**config.mk**
```make
export PLATFORM = sky130hd
export DESIGN_NAME = shift_operand_decode
export DESIGN_NICKNAME = d
export VERILOG_FILES = /design/src/rtl/shift_operand_decode_pkg.sv /design/src/rtl/shift_amt_classify.sv /design/src/rtl/shift_operand_decode.sv
export SDC_FILE = /design/constraint.sdc
export NUM_CORES = 1
export LEC_CHECK = 0
export CAP_MARGIN = 10
export CORE_AREA = 4 4 99 101
export CTS_BUF_LIST = sky130_fd_sc_hd__clkbuf_4 sky130_fd_sc_hd__clkbuf_8 sky130_fd_sc_hd__clkbuf_16
export DETAILED_ROUTE_END_ITERATION = 10
export DIE_AREA = 0 0 103 105
export PLACE_DENSITY = 0.75
export RECOVER_POWER = 100
export SYNTH_ARGS = -nofsm -noshare
export SYNTH_HDL_FRONTEND = slang
export SYNTH_HIERARCHICAL = 1
export SYNTH_SLANG_ARGS = --single-unit
```
**constraint.sdc**
```tcl
create_clock -name clk -period 2.99 [get_ports clk]
set_input_delay 0.598 -clock clk [delete_from_list [all_inputs] [get_ports clk]]
set_output_delay 0.598 -clock clk [all_outputs]
set_load 0.03 [all_outputs]
```
**src/rtl/shift_operand_decode_pkg.sv**
```systemverilog
// Shared definitions for the shift-operand decode stage: datapath widths,
// shifter operation codes, carry-source selects and the decode FSM states.
package shift_operand_decode_pkg;

  localparam int FULLW = 32;
  localparam int WIDTH = 5;

  typedef enum logic [1:0] {
    SH_LSL = 2'd0,
    SH_LSR = 2'd1,
    SH_ASR = 2'd2,
    SH_ROR = 2'd3
  } shcode_e;

  typedef enum logic [1:0] {
    CSEL_SHIFTER = 2'd0,
    CSEL_CFLAG   = 2'd1,
    CSEL_FIX     = 2'd2
  } csel_e;

  typedef enum logic [1:0] {
    ST_IDLE    = 2'd0,
    ST_WAIT_RS = 2'd1,
    ST_HOLD    = 2'd2
  } state_e;

endpackage

```
**src/rtl/shift_amt_classify.sv**
```systemverilog
// Classifies a register-specified shift amount (Rs[7:0]) into the operand
// controls the barrel shifter understands. Purely combinational.
module shift_amt_classify #(
  parameter int FULLW = shift_operand_decode_pkg::FULLW,
  parameter int WIDTH = shift_operand_decode_pkg::WIDTH
) (
  input  logic [7:0]       amt,
  input  logic [1:0]       code,
  input  logic             rm_lsb,
  input  logic             rm_msb,
  output logic [WIDTH-1:0] shiftby,
  output logic             bypass,
  output logic             zero,
  output logic [1:0]       carry_sel,
  output logic             carry_fix
);
  import shift_operand_decode_pkg::*;

  localparam logic [8:0] FULL9 = 9'(FULLW);

  logic [8:0] amt9;
  assign amt9 = {1'b0, amt};

  // Map the amount range (0, in-range, exactly FULLW, beyond) onto shifter controls
  always_comb begin
    shiftby   = '0;
    bypass    = 1'b0;
    zero      = 1'b0;
    carry_sel = CSEL_SHIFTER;
    carry_fix = 1'b0;
    if (amt == 8'd0) begin
      // No shift: value passes through, carry unchanged; never turns into RRX.
      bypass    = 1'b1;
      carry_sel = CSEL_CFLAG;
    end else if (amt9 < FULL9) begin
      shiftby = amt[WIDTH-1:0];
    end else begin
      unique case (code)
        SH_LSL: begin
          zero      = 1'b1;
          carry_sel = CSEL_FIX;
          carry_fix = (amt9 == FULL9) ? rm_lsb : 1'b0;
        end
        SH_LSR: begin
          // LSR by exactly FULLW reuses the shifter's "#0 means FULLW" encoding.
          if (amt9 != FULL9) begin
            zero      = 1'b1;
            carry_sel = CSEL_FIX;
          end
        end
        SH_ASR: begin
          // ASR #0 encodes ASR by FULLW: result is all sign bits, carry = sign.
          shiftby = '0;
        end
        default: begin
          // ROR wraps; a multiple of FULLW leaves the value intact, carry = bit MSB.
          if (amt[WIDTH-1:0] == '0) begin
            bypass    = 1'b1;
            carry_sel = CSEL_FIX;
            carry_fix = rm_msb;
          end else begin
            shiftby = amt[WIDTH-1:0];
          end
        end
      endcase
    end
  end

endmodule

```
**src/rtl/shift_operand_decode.sv**
```systemverilog
// Decodes the shifter-operand field of a data-processing instruction into
// registered barrel-shifter controls. Immediate and immediate-shift forms
// produce a result one cycle after accept; register-shift forms read Rs and
// produce a result two cycles after accept.
module shift_operand_decode #(
  parameter int FULLW = shift_operand_decode_pkg::FULLW,
  parameter int WIDTH = shift_operand_decode_pkg::WIDTH
) (
  input  logic             clk,
  input  logic             rst_n,
  input  logic             in_valid,
  output logic             in_ready,
  input  logic [31:0]      instr,
  input  logic [FULLW-1:0] rm_data,
  output logic             rs_rd_en,
  output logic [3:0]       rs_addr,
  input  logic [FULLW-1:0] rs_data,
  output logic             out_valid,
  input  logic             out_ready,
  output logic [FULLW-1:0] shiftin,
  output logic [WIDTH-1:0] shiftby,
  output logic [1:0]       shiftcode,
  output logic             bypass,
  output logic             zero,
  output logic [1:0]       carry_sel,
  output logic             carry_fix
);
  import shift_operand_decode_pkg::*;

  state_e           state;
  logic             run_q;
  logic [FULLW-1:0] rm_q;
  logic [1:0]       code_q;

  logic             accept;
  logic             consume;
  logic             is_regsh;

  logic [FULLW-1:0] d_shiftin;
  logic [WIDTH-1:0] d_shiftby;
  logic [1:0]       d_code;
  logic             d_bypass;
  logic             d_zero;
  logic [1:0]       d_csel;

  logic [WIDTH-1:0] c_shiftby;
  logic             c_bypass;
  logic             c_zero;
  logic [1:0]       c_csel;
  logic             c_cfix;

  logic             unused_bits;
  assign unused_bits = ^{instr[31:26], instr[24:12], instr[3:0], rs_data[FULLW-1:8]};

  // run_q keeps in_ready low until the first clock edge after reset release.
  assign in_ready = run_q && (state == ST_IDLE) && (!out_valid || out_ready);
  assign accept   = in_valid && in_ready;
  assign consume  = out_valid && out_ready;
  assign is_regsh = !instr[25] && instr[4];
  assign rs_rd_en = accept && is_regsh;
  assign rs_addr  = rs_rd_en ? instr[11:8] : 4'd0;

  // Single-cycle decode of the immediate and immediate-shift operand forms
  always_comb begin
    d_shiftin = rm_data;
    d_shiftby = WIDTH'(instr[11:7]);
    d_code    = instr[6:5];
    d_bypass  = 1'b0;
    d_zero    = 1'b0;
    d_csel    = CSEL_SHIFTER;
    if (instr[25]) begin
      d_shiftin = FULLW'(instr[7:0]);
      d_code    = SH_ROR;
      d_shiftby = WIDTH'({instr[11:8], 1'b0});
      if (instr[11:8] == 4'd0) begin
        d_bypass = 1'b1;
        d_csel   = CSEL_CFLAG;
      end
    end else if ((instr[6:5] == SH_LSL) && (instr[11:7] == 5'd0)) begin
      d_bypass = 1'b1;
      d_csel   = CSEL_CFLAG;
    end
  end

  shift_amt_classify #(
    .FULLW (FULLW),
    .WIDTH (WIDTH)
  ) u_classify (
    .amt       (rs_data[7:0]),
    .code      (code_q),
    .rm_lsb    (rm_q[0]),
    .rm_msb    (rm_q[FULLW-1]),
    .shiftby   (c_shiftby),
    .bypass    (c_bypass),
    .zero      (c_zero),
    .carry_sel (c_csel),
    .carry_fix (c_cfix)
  );

  // Capture Rm and the shift type for the register-shift path (data only, no reset)
  always_ff @(posedge clk) begin
    if (accept) begin
      rm_q   <= rm_data;
      code_q <= instr[6:5];
    end
  end

  // Control FSM and registered operand outputs
  always_ff @(posedge clk or negedge rst_n) begin
    if (!rst_n) begin
      state     <= ST_IDLE;
      run_q     <= 1'b0;
      out_valid <= 1'b0;
      shiftin   <= '0;
      shiftby   <= '0;
      shiftcode <= '0;
      bypass    <= 1'b0;
      zero      <= 1'b0;
      carry_sel <= '0;
      carry_fix <= 1'b0;
    end else begin
      run_q <= 1'b1;
      if (consume) begin
        out_valid <= 1'b0;
        shiftin   <= '0;
        shiftby   <= '0;
        shiftcode <= '0;
        bypass    <= 1'b0;
        zero      <= 1'b0;
        carry_sel <= '0;
        carry_fix <= 1'b0;
      end
      unique case (state)
        ST_IDLE: begin
          if (accept) begin
            if (is_regsh) begin
              state <= ST_WAIT_RS;
            end else begin
              out_valid <= 1'b1;
              shiftin   <= d_shiftin;
              shiftby   <= d_shiftby;
              shiftcode <= d_code;
              bypass    <= d_bypass;
              zero      <= d_zero;
              carry_sel <= d_csel;
              carry_fix <= 1'b0;
            end
          end
        end
        ST_WAIT_RS: begin
          out_valid <= 1'b1;
          shiftin   <= rm_q;
          shiftby   <= c_shiftby;
          shiftcode <= code_q;
          bypass    <= c_bypass;
          zero      <= c_zero;
          carry_sel <= c_csel;
          carry_fix <= c_cfix;
          state     <= ST_HOLD;
        end
        ST_HOLD: begin
          if (out_ready) state <= ST_IDLE;
        end
        default: state <= ST_IDLE;
      endcase
    end
  end

endmodule

```
-- Yosys cells after proc, flatten, opt, wreduce, memory -nomap -nowiden
Index checks and enable logic that the tools add are counted.
- equal/unequal tests: 9
- reduce and logical (&&, ||, !) cells: 20
- multiplexer cells: 68
- $lt $le $gt $ge: 1
- operator list (kind ; number):
    $mux 32 ; 4
    $pmux 32 s2 ; 1
    $mux 5 ; 7
    $mux 2 ; 15
    $mux 1 ; 29
    $pmux 1 s2 ; 6
    $pmux 2 s3 ; 2
    $logic_not 5->1 ; 2
    $pmux 5 s2 ; 1
    $eq 8x6->1 const B ; 1
    $logic_not 8->1 ; 1
    $lt 8x6->1 const B ; 1
    $ne 8x6->1 const B ; 1
    $pmux 2 s2 ; 2
    $logic_and 1x1->1 ; 7
    $logic_not 2->1 ; 3
    $ne 2x2->1 const B ; 3
    $eq 2x1->1 const B ; 2
    $eq 2x2->1 const B ; 2
    $logic_not 4->1 ; 1
    $mux 4 ; 1
    $reduce_and 3->1 ; 1
    $reduce_or 3->1 ; 1
    $logic_not 1->1 ; 2
    other kinds (2) ; 2
- word-level logic and storage cells: 110
- register bits after elaboration: 82
- output and inout bits: 51

-- Logic depth before layout (Yosys ltp)
Gate-level depths: netlist of the first run.
- word-level depth: 7
- gate-level depth with buffers: 5
- depth with buffers taken out: 5

-- Cells and area by module
Netlist of the first run, hierarchy kept.
- modules (own cells, without submodules) (module ; instances ; cells an instance ; area each (um^2)):
    shift_operand_decode ; 1 ; 230 ; 3328.2
    shift_amt_classify ; 1 ; 23 ; 145.1

-- Least setup slack after synthesis of the first run
Ideal clock, no wire load.
- path type: in2out
- start point: in out_ready
- end point: out rs_addr[0]
- setup slack: 0.555 ns
- buffers on the path: 0
- stages: 4
- data arrival time: 1.837 ns
- cells stage by stage: nand2b_1 nand3_4 nor2_1 and2_1
- cells in the longest elaborated chain, start to end: 5
- ends and longest elaborated chain (item ; RTL line ; RTL):
    from (decl) ; shift_operand_decode.sv:19 ; input logic out_ready,
    $logic_or 1x1->1 ; shift_operand_decode.sv:56 ; assign in_ready = run_q && (state == ST_IDLE) && (!out_valid || out_ready);
    $logic_and 1x1->1 ; shift_operand_decode.sv:56 ;
    $logic_and 1x1->1 ; shift_operand_decode.sv:57 ; assign accept = in_valid && in_ready;
    $logic_and 1x1->1 ; shift_operand_decode.sv:60 ; assign rs_rd_en = accept && is_regsh;
    via rs_rd_en ; shift_operand_decode.sv:15 ; output logic rs_rd_en,
    $mux 4 ; shift_operand_decode.sv:61 ; assign rs_addr = rs_rd_en ? instr[11:8] : 4'd0;
    to (decl) ; shift_operand_decode.sv:16 ; output logic [3:0] rs_addr,
The timed path passes the listed nets, and every way through them passes these cells.

-- Worst setup path in the final report of the first run
- start point: in out_ready
- end point: out in_ready
- cells in the longest elaborated chain, start to end: 2
- ends and longest elaborated chain (item ; RTL line ; RTL):
    $logic_or 1x1->1 ; shift_operand_decode.sv:56 ;
    $logic_and 1x1->1 ; shift_operand_decode.sv:56 ;
    to (decl) ; shift_operand_decode.sv:12 ; output logic in_ready,
No other way between the ends.

==> results of run 1 <==
-- registers in the layout, summed over array words and instances, names as in the netlist --
signal     count
rm_q          32
shiftin       32
shiftby        5
carry_sel      2
code_q         2
shiftcode      2
state          2
bypass         1
carry_fix      1
out_valid      1
run_q          1
zero           1
-- synthesized netlist by cell type, types with 2 or more instances --
cell	instances
sky130_fd_sc_hd__o21ai_0	6
sky130_fd_sc_hd__nand2_1	11
sky130_fd_sc_hd__dfrtp_1	48
sky130_fd_sc_hd__a21oi_2	2
sky130_fd_sc_hd__nand3_1	2
sky130_fd_sc_hd__buf_2	2
sky130_fd_sc_hd__inv_1	2
sky130_fd_sc_hd__a21oi_1	4
sky130_fd_sc_hd__nand2b_1	4
sky130_fd_sc_hd__o31ai_1	2
sky130_fd_sc_hd__and2_2	2
sky130_fd_sc_hd__nor2_1	17
sky130_fd_sc_hd__a221o_1	40
sky130_fd_sc_hd__mux2i_1	7
sky130_fd_sc_hd__buf_6	5
sky130_fd_sc_hd__edfxtp_1	34
sky130_fd_sc_hd__nor3_1	2
sky130_fd_sc_hd__clkbuf_1	4
sky130_fd_sc_hd__nand4_1	2
sky130_fd_sc_hd__and2_1	38
sky130_fd_sc_hd__nor2b_1	3
-- cells by family after synthesis --
family	after synthesis	synth area share (%)
compound gates	58	15.2
flops	82	64.0
buf+inv	14	2.77
simple gates	91	15.9
mux	7	2.02
other cells	1	0.108
-- metrics by stage --
| stage | power, mW | util [%] |
|---|---|---|
| 3_3_place_gp | 2.14 | 51.8 |
| 5_1_grt | 3.04 | 53.9 |
| 4_1_cts | 2.99 | 54.1 |
| 3_5_place_dp | 2.15 | 51.8 |
| 2_1_floorplan | 1.78 | - |
| 6_report | 2.89 | 53.9 |
-- worst max-delay path: stages --
cell and delay [ns]:
sky130_fd_sc_hd__clkdlybuf4s50_1 0.50, sky130_fd_sc_hd__nand2b_1 0.24, sky130_fd_sc_hd__and2_2 0.19, sky130_fd_sc_hd__clkdlybuf4s50_1 0.66
-- report_power, final --
| group | total, mW | switching, mW | internal [mW] |
|---|---|---|---|
| registers | 1.37 | 0.0698 | 1.30 |
| clock network | 0.819 | 0.379 | 0.440 |
| logic | 0.701 | 0.403 | 0.298 |
-- path summary, 6_finish.rpt --
path	endpoint	slack, ns	cells after the start	start
worst min-delay path	shiftin[19]	0.48	1	rst_n
min in group clk	shiftin[5]	0.49	1	rm_q[5]
worst max-delay path	in_ready	0.21	4	out_ready
worst min register to register	shiftin[5]	0.49	1	rm_q[5]
worst max register to register	shiftin[4]	0.79	3	state[1]
max in group asynchronous	shiftby[3]	1.18	2	rst_n
-- placed cells by master (no fill, tap or decap), drive strengths merged --
cell type      synthesis  layout
nand3                  3       3
a22oi                  1       1
clkinv                 0       1
bufinv                 0       1
nand4                  3       3
nor3b                  1       1
nor2b                  3       3
nand2                 11      11
o21ai                  6       6
clkinvlp               0       2
edfxtp                34      34
buf                    8       8
a2bb2oi                1       1
o31ai                  2       2
and2                  40      40
nor2                  17      17
dlygate4sd3            0      79
dfrtp                 48      48
or2                    1       1
mux2i                  7       7
a31oi                  1       1
clkbuf                 4      17
a21oi                  6       6
nand2b                 5       5
conb                   1       1
clkdlybuf4s50          0      22
or4                    2       2
inv                    2       2
o21a                   1       1
or3                    1       1
a221o                 40      40
nor3                   4       4
-- layer usage --
| layer | track usage [%] | routed length, um | vias up |
|---|---|---|---|
| met1 | 21.4 | 3660 | 1276 |
| met3 | 4.47 | 622 | 2 |
| met2 | 27.1 | 4300 | 81 |
| met4 | 4.44 | 28 | 0 |
| met5 | 0 | 0 | - |
| li1 | - | - | 1190 |
-- cell type report --
class / count / area [um^2]
fillers: 789 / 4160
inverters: 2 / 7.51
multi-input cells: 157 / 1150
clock inverters: 4 / 50.0
repair buffers: 114 / 1130
flip-flops and latches: 82 / 2220
clock buffers: 12 / 159
well taps: 111 / 139
==> flow_summary.rst, run 1 <==
.. list-table::
   :header-rows: 1

   * - Metric
     - Value
   * - Initial Util
     - 38.5%
   * - Cell types with the largest area share after synthesis
     - sky130_fd_sc_hd__dfrtp_1, sky130_fd_sc_hd__edfxtp_1, sky130_fd_sc_hd__a221o_1
   * - Final layout net count
     - 466
   * - Floorplan core area
     - 0.00902 mm^2
   * - Routed Wire Length
     - 8610 um
   * - Inserted Clock Buffers
     - 9
   * - Min cycle time layout
     - 2.78 ns
   * - Number of standard-cell rows in the floorplan
     - 35
   * - Ports
     - 151
   * - Maxcap violations
     - 1
   * - Arr. time, crit path
     - 2.19 ns
   * - Distinct cells, synth
     - 37
   * - Vias after detailed routing
     - 2549
   * - Post-route DRC violation count
     - 0
   * - First-pass GRT wire length
     - 13900 um
   * - Global-route usage over all layers
     - 16.5%
   * - Ratio of total power to cell area
     - 595 mW/mm^2
   * - Most instantiated flip-flop cell in the synthesis netlist
     - sky130_fd_sc_hd__dfrtp_1
   * - Synthesized area per cell
     - 13.7 um^2
   * - Die area
     - 0.0108 mm^2
   * - Setup repair after global routing missed its margin
     - false
   * - Routed length per placed instance
     - 17.9 um
   * - Deepest level of the CTS H-tree
     - 3
   * - Fmax achieved
     - 359 MHz
   * - Share of post-route cells with drive strength above 1
     - 11.1%
   * - Die outline height
     - 105 um
   * - Area added between synthesis and finish
     - 39.9%
   * - DP Area
     - 0.00467 mm^2
   * - Total overflow reported by the global router
     - 0
   * - Final setup fails
     - 0
   * - Clock Root Buffer
     - sky130_fd_sc_hd__clkbuf_8
   * - DP Cell Count
     - 466
   * - Number of hold buffers added after CTS
     - 0
   * - Fraction of post-synthesis cell area in the top cell type by area
     - 34.6%
   * - Post-DRT Antenna Nets
     - 0
   * - Critical path startpoint category
     - primary input
   * - Filler-free cell count of the finished design
     - 482
   * - Slew of the pin with the lowest slew margin
     - 1.56 ns
   * - Area leader, netlist
     - sky130_fd_sc_hd__dfrtp_1
   * - Worst skew pair latency
     - 0.33 ns
   * - Number of search-and-repair iterations in the first detailed-routing pass
     - 4
   * - Via density per instance
     - 5.29
   * - 1st-iter DRT viols
     - 111
   * - Max transition margin
     - -4.31%
   * - Antenna cell count
     - 0
   * - Kind of capture point of the worst setup path
     - output port
   * - Final total negative setup slack
     - 0 ns
   * - Fraction of the yosys area taken by sequential cells
     - 64.0%
   * - Hold Fails Final Rpt
     - 0
   * - Portion of the clock cycle consumed by the worst path in the final layout
     - 93.1%
   * - Gates resized, CTS repair
     - 0
   * - YS warnings
     - 6
   * - Post-synth ARST share
     - 58.5%
   * - Max Buffers Root-to-Sink
     - 2
   * - Number of synthesized flops with an enable pin
     - 34
   * - TritonCTS Sinks
     - 82
   * - Gate Count Post-Synth
     - 253
   * - Largest net degree at the start of global routing
     - 45
   * - Crit-path max FO
     - 5
   * - Static leakage
     - 2.05 nW
   * - Violated checks
     - capacitance limit, slew limit
   * - Synth Net Count
     - 353
   * - Type of the most critical hold path
     - primary input to asynchronous set/reset pin
   * - Combined area of all synthesized cells
     - 0.00347 mm^2
   * - Post-detailed-placement half-perimeter wirelength
     - 6280 um
   * - Port bufs
     - 107
   * - Setup bufs post-CTS
     - 0
   * - Final Skew
     - 0.0136 ns
   * - Number of global-route vias before repair
     - 2706
   * - VDD IR-drop max
     - 0.000272 V
   * - Clock Pin Slew Worst Setup and Hold Paths
     - 0.08 ns
   * - Count of final max-slew check failures
     - 45
   * - Setup WS pre-CTS
     - 0.171 ns
   * - Result of the run
     - complete, but fails checks
   * - Die outline width
     - 103 um
   * - Setup CP Type
     - primary input to output port
   * - Worst setup margin
     - 0.207 ns
   * - Fin area
     - 0.00486 mm^2
   * - Final-layout worst hold slack
     - 0.485 ns
   * - Final weighted congestion in routability-driven placement
     - 0.803
   * - Antenna violations before repair
     - 0
   * - Clock tree from TritonCTS
     - built
   * - Register bit total from synthesis
     - 82
   * - Required time of the critical path
     - 2.39 ns
No activity file was read; power rests on OpenSTA's default activity.
==> inputs of run 2 (changes only) <==
==> constraint.sdc (replaced) <==
create_clock -name clk -period 3.4 [get_ports clk]
set_input_delay 0.68 -clock clk [delete_from_list [all_inputs] [get_ports clk]]
set_output_delay 0.68 -clock clk [all_outputs]
set_load 0.03 [all_outputs]
==> run 2 against run 1 <==
  * The flow still finishes with violations (capacitance limit, slew limit)
  * Sequential power is 12% lower
  * Cell count did not move
  * Via count is 1.3% higher
  * Highest routed layer unchanged
  * Core utilization decreased by 0.32 points
  * Sequential share of layout area up 0.27 points
==> flow_summary.rst, run 2 (synthesis results as in run 1) <==
.. list-table::
   :header-rows: 1

   * - Metric
     - Value
   * - Portion of the clock cycle consumed by the worst path in the final layout
     - 91.9%
   * - Max Buffers Root-to-Sink
     - 2
   * - Number of hold buffers added after CTS
     - 0
   * - Die outline height
     - 105 um
   * - Post-layout utilization of the core
     - 53.6%
   * - WP buf/inv
     - 3
   * - Final layout net count
     - 466
   * - Violated checks
     - capacitance limit, slew limit
   * - VDD IR-drop max
     - 0.000214 V
   * - Max transition margin
     - -18.8%
   * - Deepest level of the CTS H-tree
     - 3
   * - Cell type of the slowest stage on the worst timing path
     - sky130_fd_sc_hd__clkbuf_1
   * - Critical path startpoint category
     - primary input
   * - Arr. time, crit path
     - 3.35 ns
   * - Largest registers
     - rm_q: 32 flops, shiftin: 32 flops, shiftby: 5 flops
   * - Gates resized, CTS repair
     - 0
   * - Total overflow reported by the global router
     - 0
   * - Area added between synthesis and finish
     - 39.1%
   * - Die outline width
     - 103 um
   * - Setup repair after global routing missed its margin
     - false
   * - Ratio of total power to cell area
     - 520 mW/mm^2
   * - Fmax achieved
     - 320 MHz
   * - Via density per instance
     - 5.36
   * - Final total negative setup slack
     - 0 ns
   * - Clock tree from TritonCTS
     - built
   * - Number of standard-cell rows in the floorplan
     - 35
   * - Post-DRT Antenna Nets
     - 0
   * - Clock Root Buffer
     - sky130_fd_sc_hd__clkbuf_8
   * - Worst setup margin
     - 0.275 ns
   * - Fill cell count
     - 794
   * - 1st-iter DRT viols
     - 70
   * - Required time of the critical path
     - 3.62 ns
   * - Die area
     - 0.0108 mm^2
   * - Type of the most critical hold path
     - register to register
   * - Min cycle time layout
     - 3.12 ns
   * - Crit-path max FO
     - 22
   * - Final weighted congestion in routability-driven placement
     - 0.789
   * - Maxcap violations
     - 1
   * - Antenna violations before repair
     - 0
   * - Leading cell type in the layout, fill and taps excluded
     - sky130_fd_sc_hd__dlygate4sd3_1
   * - Clock Pin Slew Worst Setup and Hold Paths
     - 0.09 ns
   * - Slew of the pin with the lowest slew margin
     - 1.78 ns
   * - Ports
     - 151
   * - Post-detailed-placement half-perimeter wirelength
     - 6170 um
   * - Cell chain of the critical path
     - dlygate4sd3_1, clkbuf_1, nor2b_1, nor3_1, a31oi_4, clkbuf_2, a221o_1
   * - Post-route DRC violation count
     - 0
   * - Inserted Clock Buffers
     - 9
   * - Largest net degree at the start of global routing
     - 45
   * - Area used by multi-input combinational logic
     - 0.00115 mm^2
   * - Result of the run
     - complete, but fails checks
   * - Reg area
     - 0.00222 mm^2
   * - Commonest non-fill, non-tap cells in the layout
     - sky130_fd_sc_hd__dlygate4sd3_1, sky130_fd_sc_hd__dfrtp_1, sky130_fd_sc_hd__a221o_1, sky130_fd_sc_hd__and2_1, sky130_fd_sc_hd__edfxtp_1
   * - Port bufs
     - 107
   * - Setup bufs post-CTS
     - 0
   * - Count of final max-slew check failures
     - 33
   * - Global-route usage over all layers
     - 16.7%
   * - CP peak stage delay
     - 0.67 ns
   * - First-pass GRT wire length
     - 14000 um
   * - Routed Wire Length
     - 8660 um
   * - Final setup fails
     - 0
   * - Number of search-and-repair iterations in the first detailed-routing pass
     - 4
   * - Hold Fails Final Rpt
     - 0
   * - Delay-heaviest family, CP
     - buffers and inverters
   * - Worst skew pair latency
     - 0.34 ns
   * - Setup WS pre-CTS
     - 0.414 ns
   * - Static leakage
     - 2.05 nW
   * - Share of post-route cells with drive strength above 1
     - 9.43%
   * - Kind of capture point of the worst setup path
     - register
   * - Routed length per placed instance
     - 18.0 um
   * - Final Skew
     - 0.0136 ns
   * - Floorplan core area
     - 0.00902 mm^2
   * - Setup CP Type
     - primary input to register
   * - Number of global-route vias before repair
     - 2728
   * - Antenna cell count
     - 0
   * - Initial Util
     - 38.5%
   * - TritonCTS Sinks
     - 82
   * - Vias after detailed routing
     - 2583
run 2: cell types whose count changed in the layout (fill, tap and decap cells not counted), moves of 3 or more:
cell / delta
sky130_fd_sc_hd__and2_1: +17
sky130_fd_sc_hd__and2_0: -17
sky130_fd_sc_hd__dlygate4sd3_1: +3
sky130_fd_sc_hd__clkbuf_1: +4
sky130_fd_sc_hd__buf_4: -3
sky130_fd_sc_hd__clkdlybuf4s50_1: -3
run 2: layout make-up:
type | count | area share (%)
clock buffer | 11 | 2.87
clock inverter | 5 | 1.17
inverter | 2 | 0.155
multi-input combinational | 157 | 23.8
sequential | 82 | 46.0
tap | 111 | 2.87
timing repair buffer | 114 | 23.2
run 2: path summary, 6_finish.rpt:
kind                                 from     endpoint  slack (ns)  depth (start not counted)
worst max-delay path            instr[25]   shiftby[3]        0.28                          7
worst min-delay path              rm_q[7]   shiftin[7]        0.49                          1
worst max register to register   state[1]     rm_q[17]        1.17                          4
worst min register to register    rm_q[7]   shiftin[7]        0.49                          1
max in group asynchronous           rst_n  shiftin[16]        0.95                          2
min in group asynchronous           rst_n  shiftin[13]        0.80                          1
run 2: where the power goes:
part	internal (mW)	switching [mW]
Clock	0.355	0.339
Combinational	0.258	0.354
Sequential	1.15	0.0597
Total	1.76	0.753
run 2: routing by layer:
metal / GRT usage (%) / wire, um
met2: 27.1 / 4210
met5: 0 / 0
met4: 5.18 / 63
met1: 21.4 / 3710
met3: 4.74 / 680
run 2: per-stage QoR:
stage / hold WS, ns / instances / power [mW] / cell area [um^2]
floorplan: 0.384 / 253 / 1.57 / 3470
global placement: 0.460 / 466 / 1.88 / 4670
detailed placement: 0.472 / 466 / 1.89 / 4670
CTS: 0.401 / 482 / 2.60 / 4870
global route: 0.497 / 482 / 2.62 / 4830
finish: 0.490 / 482 / 2.51 / 4830
